<file path="src/rtl/piso_serializer.sv">
// rtl/piso_serializer.sv - MSB-first parallel-in serial-out transmitter with gapless back-to-back framing
// Define PISO_PARITY_EN to append one even-parity bit after every word.
module piso_serializer #(
    parameter int N = 8
) (
    input  logic         clk,
    input  logic         reset_n,
    input  logic [N-1:0] data_in,
    input  logic         load_valid,
    output logic         load_ready,
    output logic         serial_out,
    output logic         frame_active,
    output logic         last_bit
);

    localparam int CNT_W = (N > 1) ? $clog2(N) : 1;
    localparam logic [CNT_W-1:0] CNT_LAST = CNT_W'(N - 1);

`ifdef PISO_PARITY_EN
    typedef enum logic [1:0] {
        ST_IDLE   = 2'd0,
        ST_SHIFT  = 2'd1,
        ST_PARITY = 2'd2
    } state_t;
`else
    typedef enum logic [1:0] {
        ST_IDLE  = 2'd0,
        ST_SHIFT = 2'd1
    } state_t;
`endif

    state_t           state_q, state_d;
    logic [N-1:0]     shift_q, shift_d;
    logic [CNT_W-1:0] cnt_q, cnt_d;
    logic             load_fire;
`ifdef PISO_PARITY_EN
    logic             parity_q, parity_d;
`endif

    assign load_fire = load_valid & load_ready;

    always_ff @(posedge clk or negedge reset_n) begin
        if (!reset_n) begin
            state_q  <= ST_IDLE;
            shift_q  <= '0;
            cnt_q    <= '0;
`ifdef PISO_PARITY_EN
            parity_q <= 1'b0;
`endif
        end else begin
            state_q  <= state_d;
            shift_q  <= shift_d;
            cnt_q    <= cnt_d;
`ifdef PISO_PARITY_EN
            parity_q <= parity_d;
`endif
        end
    end

    // A load restarts a frame from any state that currently offers load_ready.
    always_comb begin
        state_d  = state_q;
        shift_d  = shift_q;
        cnt_d    = cnt_q;
`ifdef PISO_PARITY_EN
        parity_d = parity_q;
`endif
        case (state_q)
            ST_IDLE: begin
                if (load_fire) begin
                    state_d  = ST_SHIFT;
                    shift_d  = data_in;
                    cnt_d    = '0;
`ifdef PISO_PARITY_EN
                    parity_d = ^data_in;
`endif
                end
            end
            ST_SHIFT: begin
                if (cnt_q == CNT_LAST) begin
                    cnt_d = '0;
`ifdef PISO_PARITY_EN
                    state_d = ST_PARITY;
                    shift_d = '0;
`else
                    if (load_fire) begin
                        state_d = ST_SHIFT;
                        shift_d = data_in;
                    end else begin
                        state_d = ST_IDLE;
                        shift_d = '0;
                    end
`endif
                end else begin
                    shift_d = {shift_q[N-2:0], 1'b0};
                    cnt_d   = cnt_q + CNT_W'(1);
                end
            end
`ifdef PISO_PARITY_EN
            ST_PARITY: begin
                cnt_d = '0;
                if (load_fire) begin
                    state_d  = ST_SHIFT;
                    shift_d  = data_in;
                    parity_d = ^data_in;
                end else begin
                    state_d  = ST_IDLE;
                    shift_d  = '0;
                    parity_d = 1'b0;
                end
            end
`endif
            default: begin
                state_d = ST_IDLE;
                shift_d = '0;
                cnt_d   = '0;
            end
        endcase
    end

    // load_ready depends only on state, never on load_valid, so no combinational loop to the source.
    always_comb begin
        serial_out   = 1'b0;
        frame_active = 1'b0;
        last_bit     = 1'b0;
        case (state_q)
            ST_SHIFT: begin
                serial_out   = shift_q[N-1];
                frame_active = 1'b1;
`ifndef PISO_PARITY_EN
                last_bit     = (cnt_q == CNT_LAST);
`endif
            end
`ifdef PISO_PARITY_EN
            ST_PARITY: begin
                serial_out   = parity_q;
                frame_active = 1'b1;
                last_bit     = 1'b1;
            end
`endif
            default: begin
                serial_out   = 1'b0;
                frame_active = 1'b0;
                last_bit     = 1'b0;
            end
        endcase
        load_ready = (state_q == ST_IDLE) || last_bit;
    end

endmodule

</file>
<file path="config.mk">
export PLATFORM = sky130hd
export DESIGN_NAME = piso_serializer
export DESIGN_NICKNAME = d
export VERILOG_FILES = /design/src/rtl/piso_serializer.sv
export SDC_FILE = /design/constraint.sdc
export NUM_CORES = 1
export LEC_CHECK = 0
export ABC_CLOCK_PERIOD_IN_PS = 3400
export CORE_MARGIN = 2
export CORE_UTILIZATION = 35
export DETAILED_ROUTE_END_ITERATION = 10
export GPL_TIMING_DRIVEN = 0
export PLACE_DENSITY = 0.65
export SLEW_MARGIN = 20
export SYNTH_ARGS = -nofsm -noshare
export SYNTH_HDL_FRONTEND = slang
export SYNTH_SLANG_ARGS = --single-unit
</file>
<file path="constraint.sdc">
create_clock -name clk -period 3.4 [get_ports clk]
set_input_delay 0.68 -clock clk [delete_from_list [all_inputs] [get_ports clk]]
set_output_delay 0.68 -clock clk [all_outputs]
set_load 0.02 [all_outputs]
</file>
Yosys cells after proc, flatten, opt, wreduce, memory -nomap -nowiden. Index checks and enable logic that the tools add are counted.

Output and inout port bits: 4. Word-level logic and storage cells: 26. Register bits after elaboration: 13. Input bits: 11.

Equality and inequality tests: 4. Reduce and logical (&&, ||, !) cells: 3. Multiplexer cells: 14. Add/subtract/negate cells: 1. Bitwise logic cells: 1.

Operator list (number): $mux 8 (3); $pmux 8 s2 (1); $mux 3 (2); $pmux 3 s2 (1); $mux 1 (4); $mux 2 (2); $ne 2x2->1 const B (2); $pmux 2 s2 (1); $add 3x1->3 const B (1); $eq 3x3->1 const B (1); $eq 2x1->1 const B (1); $logic_not 2->1 (1); $reduce_and 2->1 (1); $and 1x1->1 (1); $logic_or 1x1->1 (1).

Depth between registers and ports, before layout. Gate-level depths: netlist (run 1).

Depth in word-level cells: 7. Gate-level depth with buffers: 5. Mapped depth without buffers: 5.

Worst setup path after synthesis (run 1). No wires, ideal clock.

Path type: flip-flop to output port. From: register cnt_q[0]. To: output load_ready. Arrival: 1.053 ns. Setup slack: 1.667 ns. Data required time: 2.720 ns. Cell stages (with the launch flop): 5. Buffers on the path: 0. Path through: dfrtp_1 > ha_1 > ha_1 > nor2b_4 > inv_2.

Cells in the longest elaborated chain, start to end: 3.

RTL lines: start: declaration (line 34) `logic [CNT_W-1:0] cnt_q, cnt_d;`; start signal: assignment (line 53) `cnt_q <= cnt_d;`; $eq 3x3->1 (line 131) `last_bit = (cnt_q == CNT_LAST);`; $mux 1 (line 126) `case (state_q)`; $logic_or 1x1->1 (line 147) `load_ready = (state_q == ST_IDLE) || last_bit;`; end: declaration (line 10) `output logic load_ready,`.

Every way passes these cells.

Worst setup path after layout (run 1). Ends and elaborated chain as after synthesis.

==> impl_metrics.json, run 1 <==
{
  "max_cap_viol_count": 0,
  "drc": 0,
  "rsz0062_at_grt": "false",
  "vias_per_cell": 5.65,
  "area_growth_pct": 30.7,
  "portBuffers": 13,
  "power_density_nw_per_um2": 765,
  "rows": 15,
  "final-setup-viol-count": 0,
  "gp_congestion": 0.719,
  "final_common_cell": "clkdlybuf4s50_1",
  "synth_seq_area_share": 0.492,
  "synth_cell_type_count": 15,
  "clock-root-buffer": "clkbuf_4",
  "crit_type": "flop to output port",
  "first_global_vias": 449,
  "ys_seq_elements": 12,
  "hpwl_um": 833,
  "whs_ps": 498,
  "num_antenna_cells": 0,
  "final_cell_mix": "clkdlybuf4s50_1, dfrtp_1, and3b_1, nor3b_1, a311o_1",
  "crit_path_end_kind": "output port",
  "fin_crit_ps": 2700,
  "grt_pass1_wl_mm": 2.03,
  "clk_latency_ps": 270,
  "hold_viol_final": 0,
  "cts_setup_buffers": 0,
  "wire_per_inst_um": 14.9,
  "syn-mean-instance-area_um2": 12.5,
  "ant_nets": 0,
  "ctsHoldBuffers": 0,
  "htree_num_levels": 1,
  "place_ws_ps": 994,
  "status": "complete, no violations",
  "grt_max_degree": 13,
  "place_area_um2": 762,
  "cts.repair.resized": 0,
  "drt_iter0_drc": 8,
  "cts_max_path_buffers": 2,
  "postLayoutCellArea_um2": 798,
  "pin_count": 15,
  "chipHeight_um": 45.8,
  "max_freq_mhz": 370,
  "syn_area_um2": 611,
  "die-area_um2": 2090,
  "finalMaxSlewViolations": 0,
  "wl_mm": 1.23,
  "worst_ir_drop_vdd_uv": 348,
  "start_kind": "flop",
  "syn-num-nets": 62,
  "core_area_um2": 1690,
  "cts_tree": "done",
  "yosysWarnings": 0,
  "required_ps": 2720,
  "cp_max_fo": 10,
  "die_w_um": 45.8,
  "grt_overflow": 0,
  "holdPathStages": 1,
  "setup_tns_ps": 0,
  "finalWorstSetupSlack_ps": 701,
  "final_layout_size_suffix_gt1_frac": 0.167,
  "nNetsFinal": 80,
  "antenna_found_initial": 0,
  "reg2reg_depth": 5,
  "grt_usage": 0.139,
  "numCtsBuffers": 3,
  "worstMarginPinSlew_ps": 558,
  "cts_sinks": 12,
  "slew_headroom": 0.627,
  "postSynthCellCount": 49,
  "fin_crit_sh": 0.794,
  "initial_core_util": 0.361,
  "clk_pin_slew_ps": 70,
  "n_fill_cell": 169,
  "total_leakage_power_nw": 0.364,
  "finClkSkew_ps": 1.89,
  "hold_class": "flop to flop",
  "cp_data_arrival_time_ps": 2020,
  "vias": 469,
  "first_pass_iters": 4
}
[Yosys cell counts, drive strengths merged]
cell | instances | share of area
dfrtp | 12 | 0.49
nand2b | 1 | 0.010
mux2 | 1 | 0.018
a311o | 7 | 0.11
a22o | 2 | 0.029
nor2b | 1 | 0.023
nor2 | 1 | 0.0061
inv | 1 | 0.0061
nor3b | 7 | 0.086
buf | 4 | 0.037
ha | 2 | 0.041
a32o | 1 | 0.016
and3b | 7 | 0.10
and2 | 2 | 0.020
[through the flow]
stage | cells | power (mW) | utilization
floorplan | 49 | 0.417 | -
global placement | 79 | 0.495 | 0.451
detailed placement | 79 | 0.501 | 0.451
CTS | 83 | 0.617 | 0.473
global route | 83 | 0.652 | 0.473
finish | 83 | 0.611 | 0.473
[state kept, by name, indices dropped and copies added (netlist names)]
signal   count
state_q      1
cnt_q        3
shift_q      8
[final cells by class]
type | count | area, um2 | share of cell area
plain buffers | 4 | 22.5 | 0.0282
clock buffers | 4 | 36.3 | 0.0455
inverters | 1 | 3.75 | 0.00470
multi-input cells | 32 | 284 | 0.356
flip-flops and latches | 12 | 300 | 0.376
well taps | 17 | 21.3 | 0.0266
repair buffers | 13 | 130 | 0.163
[power by group]
group / total, mW / switching (mW) / internal (mW)
sequential: 0.221 / 0.0240 / 0.197
combinational: 0.276 / 0.121 / 0.154
clock: 0.114 / 0.0486 / 0.0651
total: 0.611 / 0.194 / 0.417
[final timing paths]
| check | startpoint | end | slack (ps) |
|---|---|---|---|
| setup / recovery | cnt_q[0] | load_ready | 700 |
| hold / removal | shift_q[0] | shift_q[0] | 500 |
| setup reg to reg | cnt_q[0] | shift_q[1] | 1750 |
| hold reg to reg | shift_q[0] | shift_q[0] | 500 |
| max in group asynchronous | reset_n | cnt_q[0] | 2270 |
| min in group asynchronous | reset_n | shift_q[4] | 760 |
[critical path: stages (launching register included)]
cell and delay (ps):
dfrtp_1 360, ha_1 160, ha_1 350, nor2b_4 80
inv_2 160, clkdlybuf4s50_1 630
[per-layer routing]
layer	share of wire	wire length [um]	GRT usage	up-vias
met5	0	0	0	-
met1	0.48	596	0.191	225
met3	0.051	63	0.0119	4
li1	-	-	-	222
met2	0.44	545	0.203	18
met4	0.024	29	0.103	0
[cell families after synthesis]
| kind of cell | Yosys count | synth area share |
|---|---|---|
| fa+ha+maj | 2 | 0.0410 |
| buf+inv | 5 | 0.0430 |
| flops | 12 | 0.492 |
| simple gates | 19 | 0.246 |
| compound gates | 10 | 0.160 |
| mux | 1 | 0.0184 |
Power figures use the tool's default switching activity.
==> run 2: changes to the inputs <==
ABC_CLOCK_PERIOD_IN_PS = 2280   (was 3400)
PLACE_DENSITY = 0.67   (was 0.65)
clock period = 2.28 ns   (was 3.4 ns; I/O delays follow)
==> impl_metrics.json, run 2 (same netlist as run 1, synthesis figures left out) <==
{
  "cts_tree": "done",
  "vias_per_cell": 5.63,
  "ctsHoldBuffers": 0,
  "grt_pass1_wl_mm": 2.06,
  "crit_path_max_incr_delay_ps": 590,
  "finalMaxSlewViolations": 0,
  "chipHeight_um": 45.8,
  "nNetsFinal": 80,
  "top_register": "shift_q",
  "die-area_um2": 2090,
  "initial_core_util": 0.361,
  "worstMarginPinSlew_ps": 539,
  "drc": 0,
  "first_global_vias": 427,
  "wire_per_inst_um": 14.8,
  "crit_path_start": "state_q[0]",
  "finClkSkew_ps": 1.54,
  "cts_sinks": 12,
  "grt_overflow": 0,
  "cp_slowest_cell": "clkdlybuf4s50_1",
  "final_layout_size_suffix_gt1_frac": 0.182,
  "worst_ir_drop_vdd_uv": 391,
  "first_pass_iters": 3,
  "htree_num_levels": 1,
  "fin_crit_sh": 0.959,
  "total_leakage_power_nw": 0.384,
  "status": "complete, no violations",
  "min_to": "cnt_q[1]",
  "area_growth_pct": 33.0,
  "antenna_found_initial": 0,
  "num_antenna_cells": 0,
  "numCtsBuffers": 3,
  "crit_type": "flop to output port",
  "pin_count": 15,
  "clk_latency_ps": 280,
  "fin_crit_ps": 2190,
  "r2r_start": "cnt_q[0]",
  "grt_usage": 0.141,
  "slew_headroom": 0.639,
  "crit_path_end_kind": "output port",
  "vias": 467,
  "cp_max_fo": 10,
  "rsz0062_at_grt": "false",
  "portBuffers": 13,
  "hold_class": "flop to flop",
  "final_common_cell": "dfrtp_1",
  "reg_top3": "shift_q: 8 flops, cnt_q: 3 flops, state_q: 1 flops",
  "final_cell_mix": "dfrtp_1, clkdlybuf4s50_1, and3b_1, nor3b_1, a311o_1",
  "power_density_nw_per_um2": 1140,
  "start_kind": "flop",
  "gp_congestion": 0.691,
  "wl_mm": 1.23,
  "setup_tns_ps": 0,
  "required_ps": 1820,
  "drt_iter0_drc": 5,
  "max_cap_viol_count": 0,
  "clock-root-buffer": "clkbuf_4",
  "final-setup-viol-count": 0,
  "hpwl_um": 837,
  "cts_max_path_buffers": 2,
  "crit-reg2reg-capture": "shift_q[6]",
  "grt_max_degree": 13,
  "clk_pin_slew_ps": 80,
  "ant_nets": 0,
  "regToRegSetupSlack_ps": 740,
  "core_area_um2": 1690,
  "holdPathStages": 1,
  "crit_chain": "buf_4, buf_2, and2_1, clkdlybuf4s50_1",
  "max_freq_mhz": 457,
  "rows": 15,
  "cp_data_arrival_time_ps": 1730,
  "hp-start": "cnt_q[1]",
  "die_w_um": 45.8,
  "largest_reg_flops": 8,
  "reg2reg_depth": 5,
  "whs_ps": 511,
  "hold_viol_final": 0
}
## run 2: cell count changes in the layout (fill, tap and decap cells not counted)
| cell | previous run | this run |
|---|---|---|
| clkdlybuf4s50_1 | 13 | 11 |
| dlygate4sd2_1 | 0 | 1 |
| dlymetal6s2s_1 | 0 | 1 |
| ha_1 | 2 | 1 |
| ha_4 | 0 | 1 |
## run 2: area by class of cell
cell class                      count  area [um2]
Fill cell                         161         877
Sequential cell                    12         300
Multi-Input combinational cell     32         297
Timing Repair Buffer               13         131
Clock buffer                        4        36.3
Buffer                              4        22.5
Tap cell                           17        21.3
Inverter                            1        3.75
## run 2: worst max-delay path by stage
stage	slack, ps	to	depth (start not counted)
final	90	serial_out	4
after detailed placement	80	load_ready	5
after floorplan	750	shift_q[1]	5
after global routing	10	serial_out	4
after global placement	110	load_ready	5
after CTS	40	last_bit	4
## run 2: timing repair
| action | 4_1_cts | 5_1_grt |
|---|---|---|
| setup endpoints to repair | 2 | 1 |
| endpoints found under the hold margin | 0 | 0 |
| setup buffers | 0 | 0 |
| pin swaps | 0 | 0 |
| resized for setup | 3 | 1 |
## run 2: critical path, delay by kind of cell (launching register included)
kind | cells | cell delay (ps)
buffers and inverters | 3 | 960
flip-flops | 1 | 350
AND/OR/NAND/NOR | 1 | 140
## run 2: layer usage
metal,track usage,share of wire
met1,0.202,0.51
met2,0.203,0.42
met3,0.0278,0.051
met4,0.0686,0.017
met5,0,0
## run 2: report_power, final
group          leakage (nW)  internal [mW]  switching (mW)
logic                 0.210          0.236           0.184
registers             0.153          0.294          0.0409
clock network        0.0210         0.0972          0.0748
## run 2: through the flow
step / area (um2) / total power [mW] / cells / utilization / worst slack [ps]
CTS: 810 / 0.941 / 83 / 0.479 / 41.9
detailed placement: 762 / 0.751 / 79 / 0.451 / 81.7
global placement: 762 / 0.739 / 79 / 0.451 / 105
global route: 812 / 0.996 / 83 / 0.481 / 10.2
finish: 812 / 0.927 / 83 / 0.481 / 93.3
floorplan: 611 / 0.621 / 49 / - / 750
==> run 3: changes to the inputs <==
ABC_CLOCK_PERIOD_IN_PS = 2000   (was 2280)
clock period = 2 ns   (was 2.28 ns; I/O delays follow)
==> impl_metrics.json, run 3 (same netlist as run 1, synthesis figures left out) <==
{
  "n_fill_cell": 161,
  "crit_chain": "ha_1, ha_4, nor2b_4, inv_4, buf_2",
  "rows": 15,
  "grt_pass1_wl_mm": 2.04,
  "fin_crit_sh": 0.950,
  "clk_latency_ps": 270,
  "chipHeight_um": 45.8,
  "setup_tns_ps": 0,
  "power_density_nw_per_um2": 1310,
  "clk_pin_slew_ps": 80,
  "vias_per_cell": 5.63,
  "seqPwrFrac": 0.363,
  "p_comb_frac": 0.451,
  "die_w_um": 45.8,
  "final-setup-viol-count": 0,
  "worst_ir_drop_vdd_uv": 449,
  "top_register": "shift_q",
  "worstMarginPinSlew_ps": 542,
  "fin_crit_ps": 1900,
  "required_ps": 1600,
  "grt_usage": 0.140,
  "grt_overflow": 0,
  "use_met1": 0.202,
  "first_pass_iters": 2,
  "cts_tree": "done",
  "crit-reg2reg-capture": "shift_q[1]",
  "cts_setup_buffers": 0,
  "power.internal_uw": 704,
  "cp_data_arrival_time_ps": 1500,
  "antenna_found_initial": 0,
  "initial_core_util": 0.361,
  "core_area_um2": 1690,
  "nNetsFinal": 80,
  "hpwl_um": 837,
  "finalWorstSetupSlack_ps": 99.6,
  "final_cell_mix": "dfrtp_1, clkdlybuf4s50_1, and3b_1, nor3b_1, a311o_1",
  "largest_reg_flops": 8,
  "finClkSkew_ps": 2.36,
  "final_layout_size_suffix_gt1_frac": 0.212,
  "clock-root-buffer": "clkbuf_4",
  "wire_per_inst_um": 14.6,
  "rsz0062_at_grt": "false",
  "wl_mm": 1.22,
  "total_leakage_power_nw": 0.369,
  "numCtsBuffers": 3,
  "gp_congestion": 0.691,
  "htree_num_levels": 1,
  "drc": 0,
  "regToRegSetupSlack_ps": 470,
  "max_freq_mhz": 526,
  "use_met2": 0.200,
  "area_growth_pct": 31.4,
  "crit_type": "flop to output port",
  "cp_slowest_cell": "dfrtp_1",
  "max_cap_viol_count": 0,
  "busiest_layer": "met1",
  "cts_max_path_buffers": 2,
  "clock_power_share": 0.186,
  "vias": 467,
  "grt_use_met3": 0.0278,
  "finalMaxSlewViolations": 0,
  "grt_max_degree": 13,
  "status": "complete, no violations",
  "crit_path_end_kind": "output port",
  "first_global_vias": 426,
  "reg2reg_depth": 5,
  "cp_max_fo": 10,
  "slew_headroom": 0.638,
  "ant_nets": 0,
  "netSwitchingFraction": 0.330,
  "die-area_um2": 2090,
  "hold_class": "primary input to asynchronous set/reset pin",
  "r2r_start": "cnt_q[0]",
  "final_common_cell": "dfrtp_1",
  "start_kind": "flop",
  "cts_sinks": 12,
  "crit_path_max_incr_delay_ps": 390,
  "drt_iter0_drc": 1,
  "p_switching_uw": 346,
  "place_ws_ps": -142,
  "hold_viol_final": 0,
  "reg_top3": "shift_q: 8 flops, cnt_q: 3 flops, state_q: 1 flops",
  "ctsHoldBuffers": 0,
  "num_antenna_cells": 0,
  "portBuffers": 13,
  "pin_count": 15
}
-- run 3: changes by cell type in the layout (fill, tap and decap cells not counted), sizes merged --
| cell | before | now |
|---|---|---|
| buf | 4 | 5 |
| clkbuf | 4 | 5 |
| clkdlybuf4s50 | 11 | 10 |
| dlymetal6s2s | 1 | 0 |
-- run 3: critical path, delay by kind of cell, from the launching register on --
kind | cells | cell delay, ps
and+or+nand+nor | 1 | 160
adders and majority gates | 2 | 430
DFF | 1 | 390
buffers and inverters | 2 | 240
-- run 3: how the worst max path moves through the flow --
stage | startpoint | to | slack [ps] | cells after the start
5_1_grt | cnt_q[0] | load_ready | 9 | 5
4_1_cts | cnt_q[0] | last_bit | 40 | 4
2_1_floorplan | cnt_q[0] | shift_q[1] | 470 | 5
3_3_place_gp | cnt_q[0] | load_ready | -120 | 5
3_5_place_dp | cnt_q[0] | load_ready | -140 | 5
6_report | cnt_q[0] | load_ready | 100 | 5
-- run 3: area by class of cell --
cell class / count / area, um2 / area share
buffer: 4 / 22.5 / 0.0281
clock buffer: 4 / 36.3 / 0.0452
inverter: 1 / 6.26 / 0.00780
multi-input combinational: 32 / 297 / 0.370
sequential: 12 / 300 / 0.374
tap: 17 / 21.3 / 0.0265
timing repair buffer: 13 / 119 / 0.148
-- run 3: power groups by stage --
stage               clock [mW]  sequential, mW  combinational [mW]
CTS                      0.200           0.381               0.478
global route             0.215           0.392               0.521
detailed placement           0           0.381               0.475
global placement             0           0.377               0.465
floorplan                    0           0.376               0.332
finish                   0.195           0.381               0.474
-- run 3: per-stage QoR --
| step | instances | area, um2 | utilization | hold slack, ps | power (mW) |
|---|---|---|---|---|---|
| 5_1_grt | 83 | 802 | 0.475 | 505 | 1.13 |
| 4_1_cts | 83 | 803 | 0.476 | 496 | 1.06 |
| 2_1_floorplan | 49 | 611 | - | 104 | 0.708 |
| 3_3_place_gp | 79 | 762 | 0.451 | 470 | 0.842 |
| 3_5_place_dp | 79 | 762 | 0.451 | 488 | 0.856 |
| 6_report | 83 | 802 | 0.475 | 471 | 1.05 |
-- run 3: routing by layer --
layer | vias up | routed length [um]
met5 | - | 0
met4 | 0 | 21
met3 | 3 | 60
met2 | 15 | 509
met1 | 225 | 624
li1 | 224 | -
-- run 3: timing repair --
item / 4_1_cts / 5_1_grt
pin swaps: 0 / 0
resized for setup: 8 / 3
endpoints found under the setup margin: 3 / 2
endpoints found under the hold margin: 0 / 0
